==> config.mk <==
export PLATFORM = sky130hd
export DESIGN_NAME = dd_adpcm_player
export DESIGN_NICKNAME = d
export VERILOG_FILES = /design/src/rtl/dd_adpcm_pkg.sv /design/src/rtl/dd_adpcm_decoder.sv /design/src/rtl/dd_adpcm_player.sv
export SDC_FILE = /design/constraint.sdc
export NUM_CORES = 1
export LEC_CHECK = 0
export CORE_MARGIN = 3
export CORE_UTILIZATION = 45
export CTS_BUF_LIST = sky130_fd_sc_hd__clkbuf_4
export CTS_CLUSTER_DIAMETER = 120
export DETAILED_ROUTE_END_ITERATION = 8
export DONT_BUFFER_PORTS = 1
export SKIP_LAST_GASP = 1
export SLEW_MARGIN = 20
export SYNTH_ARGS = -nofsm -noshare
export SYNTH_HDL_FRONTEND = slang
export SYNTH_SLANG_ARGS = --single-unit
==> constraint.sdc <==
create_clock -name clk -period 18.5 [get_ports clk]
set_clock_uncertainty 0.15 [all_clocks]
set_input_delay 1.85 -clock clk [delete_from_list [all_inputs] [get_ports clk]]
set_output_delay 1.85 -clock clk [all_outputs]
set_load 0.005 [all_outputs]
==> src/rtl/dd_adpcm_pkg.sv <==
// Shared constants and tables for the MSM5205-style ADPCM voice.
// Optional build macro: DD_ADPCM_MUTE_ON_STOP_EN (forces snd to 0 while idle).
package dd_adpcm_pkg;

    localparam int unsigned SIG_W    = 12;
    localparam int unsigned IDX_W    = 6;
    localparam int unsigned STEP_W   = 11;
    localparam int unsigned ADDR_W   = 16;
    localparam int unsigned DIV_W    = 6;
    localparam int unsigned IDX_MAX  = 48;
    localparam int unsigned DIV_WRAP = 47;

    // CPU register map (A[2:1])
    localparam logic [1:0] REG_START = 2'd0;
    localparam logic [1:0] REG_END   = 2'd1;
    localparam logic [1:0] REG_ADDR  = 2'd2;
    localparam logic [1:0] REG_STOP  = 2'd3;

    // Playback state: idle, or which nibble of the current byte comes next
    typedef enum logic [1:0] {
        ST_IDLE = 2'd0,
        ST_HIGH = 2'd1,
        ST_LOW  = 2'd2
    } play_state_e;

    localparam logic [STEP_W-1:0] STEP [0:IDX_MAX] = '{
        11'd16,   11'd17,   11'd19,   11'd21,   11'd23,   11'd25,   11'd28,
        11'd31,   11'd34,   11'd37,   11'd41,   11'd45,   11'd50,   11'd55,
        11'd60,   11'd66,   11'd73,   11'd80,   11'd88,   11'd97,   11'd107,
        11'd118,  11'd130,  11'd143,  11'd157,  11'd173,  11'd190,  11'd209,
        11'd230,  11'd253,  11'd279,  11'd307,  11'd337,  11'd371,  11'd408,
        11'd449,  11'd494,  11'd544,  11'd598,  11'd658,  11'd724,  11'd796,
        11'd876,  11'd963,  11'd1060, 11'd1166, 11'd1282, 11'd1411, 11'd1552
    };

    localparam logic signed [IDX_W+1:0] ADJ [0:7] = '{
        -8'sd1, -8'sd1, -8'sd1, -8'sd1, 8'sd2, 8'sd4, 8'sd6, 8'sd8
    };

    // Magnitude of one ADPCM step: s/8 plus the nibble-weighted fractions of s
    function automatic logic [SIG_W-1:0] step_delta(input logic [STEP_W-1:0] s,
                                                    input logic [2:0]        mag);
        logic [SIG_W-1:0] d;
        d = SIG_W'(s >> 3);
        if (mag[0]) d = d + SIG_W'(s >> 2);
        if (mag[1]) d = d + SIG_W'(s >> 1);
        if (mag[2]) d = d + SIG_W'(s);
        return d;
    endfunction

endpackage

==> src/rtl/dd_adpcm_decoder.sv <==
// ADPCM nibble decoder: holds the signal accumulator and step index with saturation.
module dd_adpcm_decoder
    import dd_adpcm_pkg::*;
(
    input  logic                    clk,
    input  logic                    rst,
    input  logic                    clr,
    input  logic                    en,
    input  logic [3:0]              nibble,
    output logic signed [SIG_W-1:0] snd
);

    localparam logic signed [SIG_W+1:0] SIG_HI = (SIG_W+2)'(2047);
    localparam logic signed [SIG_W+1:0] SIG_LO = (SIG_W+2)'(-2048);
    localparam logic signed [IDX_W+1:0] IDX_HI = (IDX_W+2)'(IDX_MAX);
    localparam logic signed [IDX_W+1:0] IDX_LO = '0;

    logic [IDX_W-1:0]          idx;
    logic [STEP_W-1:0]         step_c;
    logic [SIG_W-1:0]          delta_c;
    logic signed [SIG_W+1:0]   ext_sig_c;
    logic signed [SIG_W+1:0]   ext_d_c;
    logic signed [SIG_W+1:0]   sum_c;
    logic signed [IDX_W+1:0]   idx_sum_c;
    logic signed [SIG_W-1:0]   sig_nx_c;
    logic [IDX_W-1:0]          idx_nx_c;

    // Next signal and step index for the presented nibble, both clamped
    always_comb begin
        step_c    = STEP[idx];
        delta_c   = step_delta(step_c, nibble[2:0]);
        ext_sig_c = (SIG_W+2)'(snd);
        ext_d_c   = $signed((SIG_W+2)'(delta_c));
        sum_c     = nibble[3] ? (ext_sig_c - ext_d_c) : (ext_sig_c + ext_d_c);
        idx_sum_c = $signed({2'b00, idx}) + ADJ[nibble[2:0]];

        if (sum_c > SIG_HI)      sig_nx_c = SIG_W'(SIG_HI);
        else if (sum_c < SIG_LO) sig_nx_c = SIG_W'(SIG_LO);
        else                     sig_nx_c = SIG_W'(sum_c);

        if (idx_sum_c < IDX_LO)      idx_nx_c = '0;
        else if (idx_sum_c > IDX_HI) idx_nx_c = IDX_W'(IDX_HI);
        else                         idx_nx_c = IDX_W'(idx_sum_c);
    end

    // Accumulator registers; clear has priority over a decode step
    always_ff @(posedge clk) begin
        if (rst || clr) begin
            snd <= '0;
            idx <= '0;
        end else if (en) begin
            snd <= sig_nx_c;
            idx <= idx_nx_c;
        end
    end

endmodule

==> src/rtl/dd_adpcm_player.sv <==
// One ADPCM voice: CPU register file, ROM address pointer, sample-rate divider and nibble sequencing.
// Optional build macro: DD_ADPCM_MUTE_ON_STOP_EN (snd forced to 0 whenever rom_cs is low).
module dd_adpcm_player
    import dd_adpcm_pkg::*;
(
    input  logic                    clk,
    input  logic                    rst,
    input  logic                    cpu_cen,
    input  logic                    cen_oki,
    input  logic [7:0]              cpu_dout,
    input  logic [1:0]              cpu_AB,
    input  logic                    cs,
    output logic [ADDR_W-1:0]       rom_addr,
    output logic                    rom_cs,
    input  logic [7:0]              rom_data,
    input  logic                    rom_ok,
    output logic signed [SIG_W-1:0] snd,
    output logic                    sample
);

    play_state_e             state, state_nx;
    logic [ADDR_W-1:0]       end_addr;
    logic [ADDR_W-1:0]       addr_nx;
    logic [ADDR_W-1:0]       end_nx;
    logic [7:0]              byte_q, byte_nx;
    logic [DIV_W-1:0]        div;
    logic                    tick_c;
    logic                    wr_c;
    logic                    dec_en;
    logic                    dec_clr;
    logic [3:0]              nibble_c;
    logic [ADDR_W-1:0]       wr_addr_c;
    logic signed [SIG_W-1:0] dec_snd;

    assign tick_c    = cen_oki && (div == DIV_W'(DIV_WRAP));
    assign wr_c      = cs && cpu_cen;
    assign wr_addr_c = {cpu_dout[6:0], 9'd0};

    // Next-state: tick-driven nibble sequencing, then CPU writes override
    always_comb begin
        state_nx = state;
        addr_nx  = rom_addr;
        end_nx   = end_addr;
        byte_nx  = byte_q;
        dec_en   = 1'b0;
        dec_clr  = 1'b0;
        nibble_c = rom_data[7:4];

        if (tick_c) begin
            case (state)
                ST_HIGH: begin
                    if (rom_addr >= end_addr) begin
                        state_nx = ST_IDLE;
                        dec_clr  = 1'b1;
                    end else if (rom_ok) begin
                        byte_nx  = rom_data;
                        dec_en   = 1'b1;
                        state_nx = ST_LOW;
                    end
                end
                ST_LOW: begin
                    nibble_c = byte_q[3:0];
                    dec_en   = 1'b1;
                    addr_nx  = rom_addr + ADDR_W'(1);
                    state_nx = ST_HIGH;
                end
                default: ;
            endcase
        end

        if (wr_c) begin
            case (cpu_AB)
                REG_START: begin
                    state_nx = ST_HIGH;
                    dec_clr  = 1'b0;
                end
                REG_END:  end_nx  = wr_addr_c;
                REG_ADDR: addr_nx = wr_addr_c;
                REG_STOP: begin
                    state_nx = ST_IDLE;
                    dec_clr  = 1'b1;
                    dec_en   = 1'b0;
                end
                default: ;
            endcase
        end
    end

    // Player registers and busy flag
    always_ff @(posedge clk) begin
        if (rst) begin
            state    <= ST_IDLE;
            rom_addr <= '0;
            end_addr <= '0;
            byte_q   <= '0;
            rom_cs   <= 1'b0;
        end else begin
            state    <= state_nx;
            rom_addr <= addr_nx;
            end_addr <= end_nx;
            byte_q   <= byte_nx;
            rom_cs   <= (state_nx != ST_IDLE);
        end
    end

    // Sample-rate divider: one tick per 48 cen_oki pulses, free-running
    always_ff @(posedge clk) begin
        if (rst) begin
            div    <= '0;
            sample <= 1'b0;
        end else begin
            sample <= tick_c;
            if (cen_oki) div <= (div == DIV_W'(DIV_WRAP)) ? '0 : div + DIV_W'(1);
        end
    end

    dd_adpcm_decoder u_decoder (
        .clk    (clk),
        .rst    (rst),
        .clr    (dec_clr),
        .en     (dec_en),
        .nibble (nibble_c),
        .snd    (dec_snd)
    );

    // Output gating of the registered decoder signal
`ifdef DD_ADPCM_MUTE_ON_STOP_EN
    assign snd = rom_cs ? dec_snd : '0;
`else
    assign snd = dec_snd;
`endif

endmodule

## Yosys cells after proc, flatten, opt, wreduce, memory -nomap -nowiden

Memory sizes are Yosys's and may differ from the RTL's.
Cells that the tools add are included.

- Bits in read-only memories: 768
- Output and inout port bits: 30
- Register bits: 55
- Bits of input ports: 24
- Memories: 2
- Logic and storage cells: 78

- Mux-type cells: 36
- Equality and inequality tests: 6
- Bitwise logic cells: 3
- $add $sub $neg: 8
- Reduce and logical (&&, ||, !) cells: 7
- $lt $le $gt $ge: 7

Memories:

| name | depth | width | read ports | clocked after memory_dff | write ports | line | source |
|---|---|---|---|---|---|---|---|
| (no name shown) | 64 | 11 | 1 | 0 | 0 | dd_adpcm_decoder.sv:30 | `step_c = STEP[idx];` |
| (no name shown) | 8 | 8 | 1 | 0 | 0 | dd_adpcm_decoder.sv:35 | `idx_sum_c = $signed({2'b00, idx}) + ADJ[nibble[2:0]];` |

Operator list:

| cell | count |
|---|---|
| 16-bit 2-to-1 mux | 4 |
| 12-bit 2-to-1 mux | 4 |
| 11-bit 2-to-1 mux | 2 |
| 6-bit 2-to-1 mux | 3 |
| 16-bit by 1-bit adder with 16-bit output (second input constant) | 1 |
| 16-bit >= comparator | 1 |
| 8-bit 2-to-1 mux | 2 |
| 12-bit by 13-bit adder with 14-bit output | 1 |
| 14-bit by 12-bit greater-than comparator with 1-bit output (second input constant) | 1 |
| 14-bit by 12-bit < comparator with 1-bit output (second input constant) | 1 |
| 14-bit 2-to-1 mux | 1 |
| 12-bit by 13-bit subtractor with 14-bit output | 1 |
| 12-bit by 10-bit adder with 12-bit output | 1 |
| 12-bit by 11-bit adder with 12-bit output | 1 |
| 8-bit by 9-bit adder with 10-bit output | 1 |
| 10-bit 2-to-1 mux | 1 |
| 1-bit 2-to-1 mux | 9 |
| 7-bit by 8-bit adder with 8-bit output | 1 |
| 8-bit by 7-bit greater-than comparator with 1-bit output (second input constant) | 1 |
| 8-bit by 1-bit < comparator with 1-bit output (second input constant) | 1 |
| 2-bit 2-to-1 mux | 4 |
| 4-bit 2-to-1 mux | 2 |
| 2-bit one-hot mux with 2 select lines | 2 |
| 7-bit >= comparator (second input constant) | 1 |
| other kinds (15) | 20 |

## Logic depth before layout (Yosys ltp)

Gate-level depths: netlist of the first run.

- Depth in word-level cells: 15
- Depth in mapped cells: 43

## Cells and area by module

Synthesis of the first run repeated with hierarchy kept, for this count alone.

- Cell total of the unflattened synthesis: 849
- Area total of the unflattened synthesis: 6587.6 µm²

Modules (own cells, without submodules):

| module | area each (µm²) | instances | cells each |
|---|---|---|---|
| dd_adpcm_decoder | 4391.7 | 1 | 600 |
| dd_adpcm_player | 2195.9 | 1 | 249 |

## Worst setup path before layout of the first run

OpenSTA, ideal clock, no wires.

- Path type: input -> register
- From: input cen_oki
- To: register u_decoder.snd[1]
- Path buffers: 2
- Path slack: 10.125 ns
- Required time: 18.264 ns
- Stages: 34
- Data arrival time: 8.140 ns
- Cells stage by stage: nand4_2 nor2_4 mux2i_2 inv_2 buf_4 a211oi_2 nor2_1 ha_1 o21ai_0 o21ai_0 o21ai_0 xor2_1 a22oi_1 ha_1 and3_1 a221oi_1 o21ai_0 a211oi_1 nor2_1 mux2_2 or4_1 nand2_1 xor2_1 ha_1 a21o_1 a21oi_1 o21ai_0 nand2_1 o21ai_0 xor2_1 xnor2_1 a21oi_1 buf_2 a211oi_1

- Cells in the longest elaborated chain, start to end: 12
- Elaborated cells on any way between the ends: 21
- Classes of those cells: add/sub: 4; order compare: 2; mux: 13; reduce/logical: 2

Ends and longest elaborated chain:

| item | line | source |
|---|---|---|
| start: declaration | dd_adpcm_player.sv:9 | `input logic cen_oki,` |
| 1-bit logical AND (*) | dd_adpcm_player.sv:35 | `assign tick_c = cen_oki && (div == DIV_W'(DIV_WRAP));` |
| 4-bit 2-to-1 mux | dd_adpcm_player.sv:49 | `if (tick_c) begin` |
| 10-bit 2-to-1 mux | dd_adpcm_pkg.sv:45 | `if (mag[0]) d = d + SIG_W'(s >> 2);` |
| 12-bit by 10-bit adder with 12-bit output | dd_adpcm_pkg.sv:46 | `if (mag[1]) d = d + SIG_W'(s >> 1);` |
| 12-bit 2-to-1 mux | dd_adpcm_pkg.sv:46 |  |
| 12-bit by 11-bit adder with 12-bit output | dd_adpcm_pkg.sv:47 | `if (mag[2]) d = d + SIG_W'(s);` |
| 12-bit 2-to-1 mux | dd_adpcm_pkg.sv:47 |  |
| 12-bit by 13-bit adder with 14-bit output or 12-bit by 13-bit subtractor with 14-bit output (tied branches) | dd_adpcm_decoder.sv:34 | `sum_c = nibble[3] ? (ext_sig_c - ext_d_c) : (ext_sig_c + ext_d_c);` |
| 14-bit 2-to-1 mux | dd_adpcm_decoder.sv:34 |  |
| 14-bit by 12-bit < comparator with 1-bit output | dd_adpcm_decoder.sv:38 | `else if (sum_c < SIG_LO) sig_nx_c = SIG_W'(SIG_LO);` |
| 12-bit 2-to-1 mux | dd_adpcm_decoder.sv:38 |  |
| 12-bit 2-to-1 mux | dd_adpcm_decoder.sv:37 | `if (sum_c > SIG_HI) sig_nx_c = SIG_W'(SIG_HI);` |
| end signal: assignment | dd_adpcm_decoder.sv:52 | `snd <= sig_nx_c;` |
| end: declaration | dd_adpcm_decoder.sv:10 | `output logic signed [SIG_W-1:0] snd` |

Mark *: on every way between the ends. The rest lies on a longest branch, timed or not.
A chain may end at the register's enable or synchronous reset.

## Worst setup path in the final report of the first run

Same ends and word-level chain as after synthesis.

==> results_dict.tcl, run 1 <==
set metrics [dict create \
    outcome "complete, no violations" \
    area_growth_pct 2.89 \
    ctsRootBufferMaster "clkbuf_4" \
    p_per_area_nw_per_um2 35.5 \
    rows 42 \
    combPwrFrac 0.199 \
    hold_viol 0 \
    vias 5720 \
    nets 889 \
    cts.sinks 55 \
    critical_path_class "input port to register" \
    ant_nets 0 \
    synth_edf_count 0 \
    die-area_um2 15100 \
    max_stage_delay_ps 810 \
    synth_nets 910 \
    place_hpwl_um 11900 \
    overflow 0 \
    antenna_found_initial 0 \
    hold_path_depth 2 \
    final_layout_size_suffix_gt1_frac 0.0420 \
    setup-violations-final 0 \
    grt_start_max_net_pins 40 \
    timing.max_cap.violations 0 \
    use_met1 0.267 \
    setup_tns_ps 0 \
    worstSkewPairLatency_ps 400 \
    met2_usage 0.353 \
    via_per_inst 5.95 \
    fmax_mhz 93.3 \
    htreeDepth 2 \
    yosysTopAreaCellShare 0.179 \
    required_ps 18660 \
    seq_power_share 0.542 \
    finalPower_uw 225 \
    grt_pass1_wl_um 25400 \
    path_clk_slew_ps 190 \
    grt_busiest_layer "met2" \
    endpoint_kind "register" \
    avgRoutedWirePerCell_um 16.0 \
    yosysWarnings 0 \
    ctsHoldBuffers 0 \
    synth_most_common_cell "nor2_1" \
    drt_wl_total_um 15400 \
    rsz0062_at_grt "false" \
    maxSlewViolCount 0 \
    max_slew_margin 0.355 \
    synth_cell_types 76 \
    gp_congestion 0.902 \
    first_pass_iters 6 \
    p_sw_uw 70.3 \
    cp_max_fo 14 \
    first_global_vias 5350 \
    ys_async_sr_fraction 0 \
    min_period_ps 10720 \
    irDropWorstVdd_v 0.0000242 \
    grtUsageMet3 0.0247 \
    drc 0 \
    syn_inst 805 \
    crit_top_cell "o21ai_0" \
    cts_made_buffers 5 \
    tightest_slew_ps 961 \
    placeableCoreArea_um2 13300 \
    p_leak_nw 2.69 \
    avgSynthCellArea_um2 7.64 \
    synth-seq-cells 55 \
    reg2reg_depth 37 \
    yosys_most_used_dff "dfxtp_1" \
    clockBufferDepth 2 \
    grt_usage 0.202 \
    cts_tree "yes" \
    crit_path_top_delay_cell "mux2i_2" \
    hold_class "register to register" \
    io_pins 54 \
    min_period_over_period 0.579 \
    p_int_uw 155 \
    swShare 0.312 \
    die_w_um 123 \
    netlist_area_um2 6150 \
    die_height_um 123 \
    dr.first_iter.drc_count 256 \
    synthTopCellsByArea "dfxtp_1 18%, ha_1 15%, xnor2_1 5.0%, nor2_1 4.8%, o21ai_0 4.8%" \
    cp-start-kind "input port" \
    port_buffers 0 \
    yosys-top-cells-count "79 x nor2_1, 76 x ha_1, 66 x nand2_1" \
    start_util 0.463 \
    ctsResizeCount 0 \
    worst-endpoint-arrival_ps 10870 \
    seq_area_frac_synth 0.179 \
    clkPwrFrac 0.259 \
    cts_setup_buffers 0 \
    yosysTopAreaCell "dfxtp_1" \
]
per-layer routing:
layer | share of wire | vias up
met1 | 0.46 | 2663
met5 | 0 | -
met2 | 0.48 | 157
met3 | 0.050 | 23
met4 | 0.013 | 0
li1 | - | 2877
stage by stage:
stage | util | instance area, µm² | worst slack (ps) | instances | hold slack (ps)
floorplan | - | 6150 | 10120 | 805 | 304
global placement | 0.471 | 6270 | 7640 | 953 | 327
detailed placement | 0.471 | 6270 | 7450 | 953 | 336
CTS | 0.476 | 6330 | 7850 | 961 | 375
global route | 0.476 | 6330 | 6850 | 961 | 397
finish | 0.476 | 6330 | 7780 | 962 | 370
power by group through the flow:
stage	logic, mW	registers [mW]	clock network, mW
final	0.0448	0.122	0.0582
after global routing	0.0511	0.122	0.0660
after CTS	0.0450	0.122	0.0600
after detailed placement	0.0448	0.124	0
after global placement	0.0435	0.124	0
after floorplan	0.0375	0.124	0
worst paths after layout:
path,slack [ps],start,end
min,370,end_addr[10],end_addr[10]
max reg2reg,7820,u_decoder.idx[0],u_decoder.snd[1]
min reg2reg,370,end_addr[10],end_addr[10]
max,7780,cen_oki,u_decoder.snd[1]
state kept, by name, summed over array words and instances, names as in the netlist:
register / flops
state: 2
rom_cs: 1
rom_addr: 16
sample: 1
div: 6
u_decoder.idx: 6
byte_q: 4
u_decoder.snd: 12
end_addr: 7
cell type report:
type	instances	area, µm²
inverter	45	169
clock inverter	3	23.8
antenna	1	2.50
multi-input combinational	673	4750
clock buffer	5	37.5
sequential	55	1100
fill	1340	6970
timing repair buffer	4	30.0
tap	176	220
layout by cell type (no fill, tap or decap), types with 4 or more instances in the layout:
cell	n
nand3_1	15
inv_1	42
o22ai_1	5
fa_1	5
o221ai_1	4
buf_4	4
o21a_1	6
nor3_1	17
o21ai_1	11
a21o_1	16
nor2_1	79
nor2b_1	17
a211oi_1	16
nand2_1	66
nand2b_1	11
and3_1	8
o21ai_0	59
a31oi_1	5
xnor2_1	35
a21oi_1	56
nand4_1	5
o211ai_1	5
xor2_1	27
nor4_1	4
a22oi_1	8
or3_1	10
o31ai_1	6
clkbuf_4	5
and2_1	4
ha_1	76
dfxtp_1	55
mux2i_1	26
a311oi_1	4
o21bai_1	5
worst max-delay path: cells and delay by family:
kind	cells	cell delay (ps)
and+or+nand+nor	8	1560
AOI/OAI and AO/OA	14	3680
xor gates and xnor gates	4	1300
buffers and inverters	1	310
adders and majority gates	3	1010
muxes	2	1130
cells by family after synthesis:
group	share of synthesized area
flops	0.179
xor+xnor	0.0883
simple gates	0.206
mux	0.0519
fa+ha+maj	0.171
compound gates	0.254
buf+inv	0.0496
(Power assumes the default switching activity.)
==> inputs of run 2 (changes only) <==
==> constraint.sdc (replaced) <==
create_clock -name clk -period 11.1 [get_ports clk]
set_clock_uncertainty 0.15 [all_clocks]
set_input_delay 1.11 -clock clk [delete_from_list [all_inputs] [get_ports clk]]
set_output_delay 1.11 -clock clk [all_outputs]
set_load 0.005 [all_outputs]
==> results_dict.tcl, run 2 (synthesis gave the netlist of run 1 again) <==
set metrics [dict create \
    timing.max_cap.violations 0 \
    p_leak_nw 2.71 \
    hold_class "register to register" \
    ctsRootBufferMaster "clkbuf_4" \
    overflow 0 \
    setup_ws_ps 1260 \
    placeableCoreArea_um2 13300 \
    cts.sinks 55 \
    cp_max_fo 13 \
    htreeDepth 2 \
    gp_congestion 0.896 \
    p_per_area_nw_per_um2 58.8 \
    rsz0062_at_grt "false" \
    max_stage_delay_ps 660 \
    irDropWorstVdd_v 0.0000387 \
    final_cell_mix "79 x nor2_1, 76 x ha_1, 66 x nand2_1" \
    first_pass_iters 4 \
    dr.first_iter.drc_count 246 \
    setup-violations-final 0 \
    utilization 0.478 \
    grt_usage 0.199 \
    drt_wl_total_um 15000 \
    endpoint_kind "register" \
    hold_viol 0 \
    top_regs "rom_addr: 16 flops, u_decoder.snd: 12 flops, end_addr: 7 flops" \
    vias 5689 \
    finalPower_uw 373 \
    required_ps 11220 \
    fmax_mhz 102 \
    die_w_um 123 \
    grt_pass1_wl_um 25000 \
    rows 42 \
    cp-start-kind "register" \
    worst-endpoint-arrival_ps 9970 \
    via_per_inst 5.90 \
    final_layout_size_suffix_gt1_frac 0.0470 \
    area_growth_pct 3.32 \
    crit_path_top_delay_cell "dfxtp_1" \
    rrSetupSlack_ps 1260 \
    min_period_over_period 0.887 \
    die-area_um2 15100 \
    largest_register "rom_addr" \
    clockBufferDepth 2 \
    maxSlewViolCount 0 \
    min_period_ps 9840 \
    grt_start_max_net_pins 30 \
    drc 0 \
    die_height_um 123 \
    cts_made_buffers 5 \
    tightest_slew_ps 1000 \
    critical_path_class "register to register" \
    mostFrequentLayoutCell "nor2_1" \
    ant_nets 0 \
    largest_reg_flops 16 \
    setup_tns_ps 0 \
    first_global_vias 5308 \
    worstSkewPairLatency_ps 390 \
    start_util 0.463 \
    port_buffers 0 \
    outcome "complete, no violations" \
    path_clk_slew_ps 170 \
    nets 892 \
    avgRoutedWirePerCell_um 15.6 \
    antenna_found_initial 0 \
    max_slew_margin 0.325 \
    io_pins 54 \
    crit_top_cell "o21ai_0" \
    cts_tree "yes" \
    place_hpwl_um 11800 \
    place_ws_ps 1060 \
]
## run 2: cell types whose count changed in the layout (fill, tap and decap cells not counted), sizes merged
cell / previous run / this run
buf: 4 / 7
## run 2: layout make-up
| cell class | count | area (µm²) |
|---|---|---|
| Sequential cell | 55 | 1100 |
| Multi-Input combinational cell | 673 | 4750 |
| Timing Repair Buffer | 7 | 52.6 |
| Clock buffer | 5 | 37.5 |
| Fill cell | 1356 | 6940 |
| Tap cell | 176 | 220 |
| Clock inverter | 3 | 23.8 |
| Inverter | 45 | 169 |
| Antenna cell | 1 | 2.50 |
## run 2: timing repair
action | 4_1_cts | 5_1_grt
resized for setup | 0 | 1
setup endpoints to repair | 0 | 11
hold endpoints to repair | 0 | 0
buffers inserted | 0 | 0
hold buffers | 0 | 0
## run 2: final timing paths
kind	to	start	cells after the start
worst min register to register	byte_q[2]	byte_q[2]	2
worst max-delay path	u_decoder.snd[1]	u_decoder.idx[1]	38
worst max register to register	u_decoder.snd[1]	u_decoder.idx[1]	38
worst min-delay path	byte_q[2]	byte_q[2]	2
## run 2: routing by layer
layer  share of wire  vias to the layer above  wire length, µm  global-route usage
met5               0                        -                0                   0
met4           0.010                        0              154              0.0399
met3           0.051                       20              769              0.0247
met2            0.47                      154             7050               0.345
met1            0.47                     2639             7060               0.265
li1                -                     2876                -                   -
## run 2: worst max-delay path, delay by kind of cell (launching register included)
family,cells,cell delay (ps)
flip-flops,1,660
buffers and inverters,2,380
XOR/XNOR,5,790
AND/OR/NAND/NOR,8,1210
multiplexers,1,310
AO/OA/AOI/OAI,17,4390
adder cells (fa/ha/maj),5,1790
## run 2: where the power goes
group	switching [mW]	internal, mW
Clock	0.0695	0.0262
Combinational	0.0431	0.0316
Sequential	0.00269	0.200
## run 2: metrics by stage
| stage | instance area, µm² | std cells | hold WS [ps] |
|---|---|---|---|
| floorplan | 6150 | 805 | 304 |
| global placement | 6290 | 956 | 327 |
| detailed placement | 6290 | 956 | 332 |
| CTS | 6350 | 964 | 370 |
| global route | 6350 | 964 | 385 |
| finish | 6360 | 965 | 367 |
==> inputs of run 3 (changes only) <==
==> constraint.sdc (replaced) <==
create_clock -name clk -period 11.1 [get_ports clk]
set_clock_uncertainty 0.15 [all_clocks]
set_input_delay 0 -clock clk [delete_from_list [all_inputs] [get_ports clk]]
set_output_delay 0 -clock clk [all_outputs]
set_load 0.005 [all_outputs]
==> results_dict.tcl, run 3 (synthesis gave the netlist of run 1 again) <==
set metrics [dict create \
    fmax_mhz 100 \
    gp_congestion 0.882 \
    rsz0062_at_grt "false" \
    cts_made_buffers 5 \
    holdWs_ps 22.2 \
    via_per_inst 5.93 \
    setup-violations-final 0 \
    crit_path_top_delay_cell "a31oi_1" \
    top_regs "rom_addr: 16 flops, u_decoder.snd: 12 flops, end_addr: 7 flops" \
    first_pass_iters 5 \
    clkPwrFrac 0.242 \
    placed_cells 955 \
    ctsRootBufferMaster "clkbuf_4" \
    ant_nets 0 \
    cts_tree "yes" \
    use_met1 0.269 \
    antenna_found_initial 1 \
    placeableCoreArea_um2 13300 \
    p_int_uw 260 \
    vias 5853 \
    p_per_area_nw_per_um2 57.5 \
    max_slew_margin 0.378 \
    die-area_um2 15100 \
    setup_tns_ps 0 \
    nets 914 \
    io_pins 54 \
    grt_pass1_wl_um 25800 \
    seq_power_share 0.537 \
    drc 0 \
    p_sw_uw 117 \
    cts.sinks 55 \
    avgRoutedWirePerCell_um 15.7 \
    rows 42 \
    worst-endpoint-arrival_ps 10090 \
    final_cell_mix "79 x nor2_1, 76 x ha_1, 66 x nand2_1" \
    critical_path_class "register to register" \
    stdcell_count 987 \
    min_period_over_period 0.899 \
    placed_cell_area_um2 6280 \
    reg2reg_depth 38 \
    swShare 0.311 \
    die_w_um 123 \
    dr.first_iter.drc_count 396 \
    grtUsageMet3 0.0261 \
    start_util 0.463 \
    hold_viol 0 \
    finalInstanceArea_um2 6570 \
    cp-start-kind "register" \
    mostFrequentLayoutCell "nor2_1" \
    crit_top_cell "o21ai_0" \
    grt_usage 0.205 \
    met2_usage 0.356 \
    clockBufferDepth 2 \
    first_global_vias 5464 \
    path_clk_slew_ps 170 \
    area_growth_pct 6.77 \
    largest_reg_flops 16 \
    htreeDepth 2 \
    worstSkewPairLatency_ps 390 \
    die_height_um 123 \
    utilization 0.494 \
    p_leak_nw 2.79 \
    place_hpwl_um 11800 \
    endpoint_kind "register" \
    outcome "complete, no violations" \
    hold_path_depth 2 \
    min_period_ps 9980 \
    largest_register "rom_addr" \
    hold_class "input port to register" \
    timing.max_cap.violations 0 \
    port_buffers 0 \
    required_ps 11210 \
    grt_busiest_layer "met2" \
    cp_max_fo 13 \
    final_layout_size_suffix_gt1_frac 0.0457 \
    tightest_slew_ps 923 \
    drt_wl_total_um 15500 \
    grt_start_max_net_pins 30 \
    irDropWorstVdd_v 0.0000494 \
    max_stage_delay_ps 680 \
    maxSlewViolCount 0 \
    combPwrFrac 0.221 \
    overflow 0 \
]
## run 3: path summary, 6_finish.rpt
check	start	to	slack, ps
worst max-delay path	u_decoder.idx[1]	u_decoder.snd[1]	1120
worst min-delay path	cpu_cen	rom_addr[14]	20
worst max register to register	u_decoder.idx[1]	u_decoder.snd[1]	1120
worst min register to register	end_addr[13]	end_addr[13]	370
## run 3: timing repair
item | in CTS | in global routing
setup buffers | 0 | 0
hold buffers | 22 | 1
endpoints found under the setup margin | 0 | 9
resized for setup | 0 | 1
endpoints found under the hold margin | 44 | 13
## run 3: power by group through the flow
| stage | registers (mW) | logic [mW] | clock network (mW) |
|---|---|---|---|
| finish | 0.203 | 0.0833 | 0.0915 |
| floorplan | 0.206 | 0.0626 | 0 |
| global placement | 0.207 | 0.0728 | 0 |
| global route | 0.204 | 0.0939 | 0.104 |
| detailed placement | 0.207 | 0.0748 | 0 |
| CTS | 0.203 | 0.0829 | 0.0942 |
## run 3: per-layer routing
layer	vias up	part of all wire
li1	2935	-
met1	2759	0.46
met2	139	0.48
met3	20	0.050
met4	0	0.012
met5	-	0
## run 3: metrics by stage
| step | total power [mW] | setup slack, ps |
|---|---|---|
| global placement | 0.280 | 1250 |
| global route | 0.402 | 253 |
| detailed placement | 0.282 | 1010 |
| floorplan | 0.269 | 2830 |
| CTS | 0.380 | 949 |
| finish | 0.378 | 1120 |
## run 3: critical path: cells and delay by family (launching register included)
kind,cells,cell delay [ps]
flops,1,670
mux,1,310
buf+inv,2,390
fa+ha+maj,5,1790
compound gates,17,4510
simple gates,8,1240
xor+xnor,5,800
## run 3: cell type report
cell class                      instances  area, µm²
Antenna cell                            2       5.00
Clock buffer                            5       37.5
Clock inverter                          2       16.3
Fill cell                            1288       6730
Inverter                               45        169
Multi-Input combinational cell        673       4750
Sequential cell                        55       1100
Tap cell                              176        220
Timing Repair Buffer                   29        270
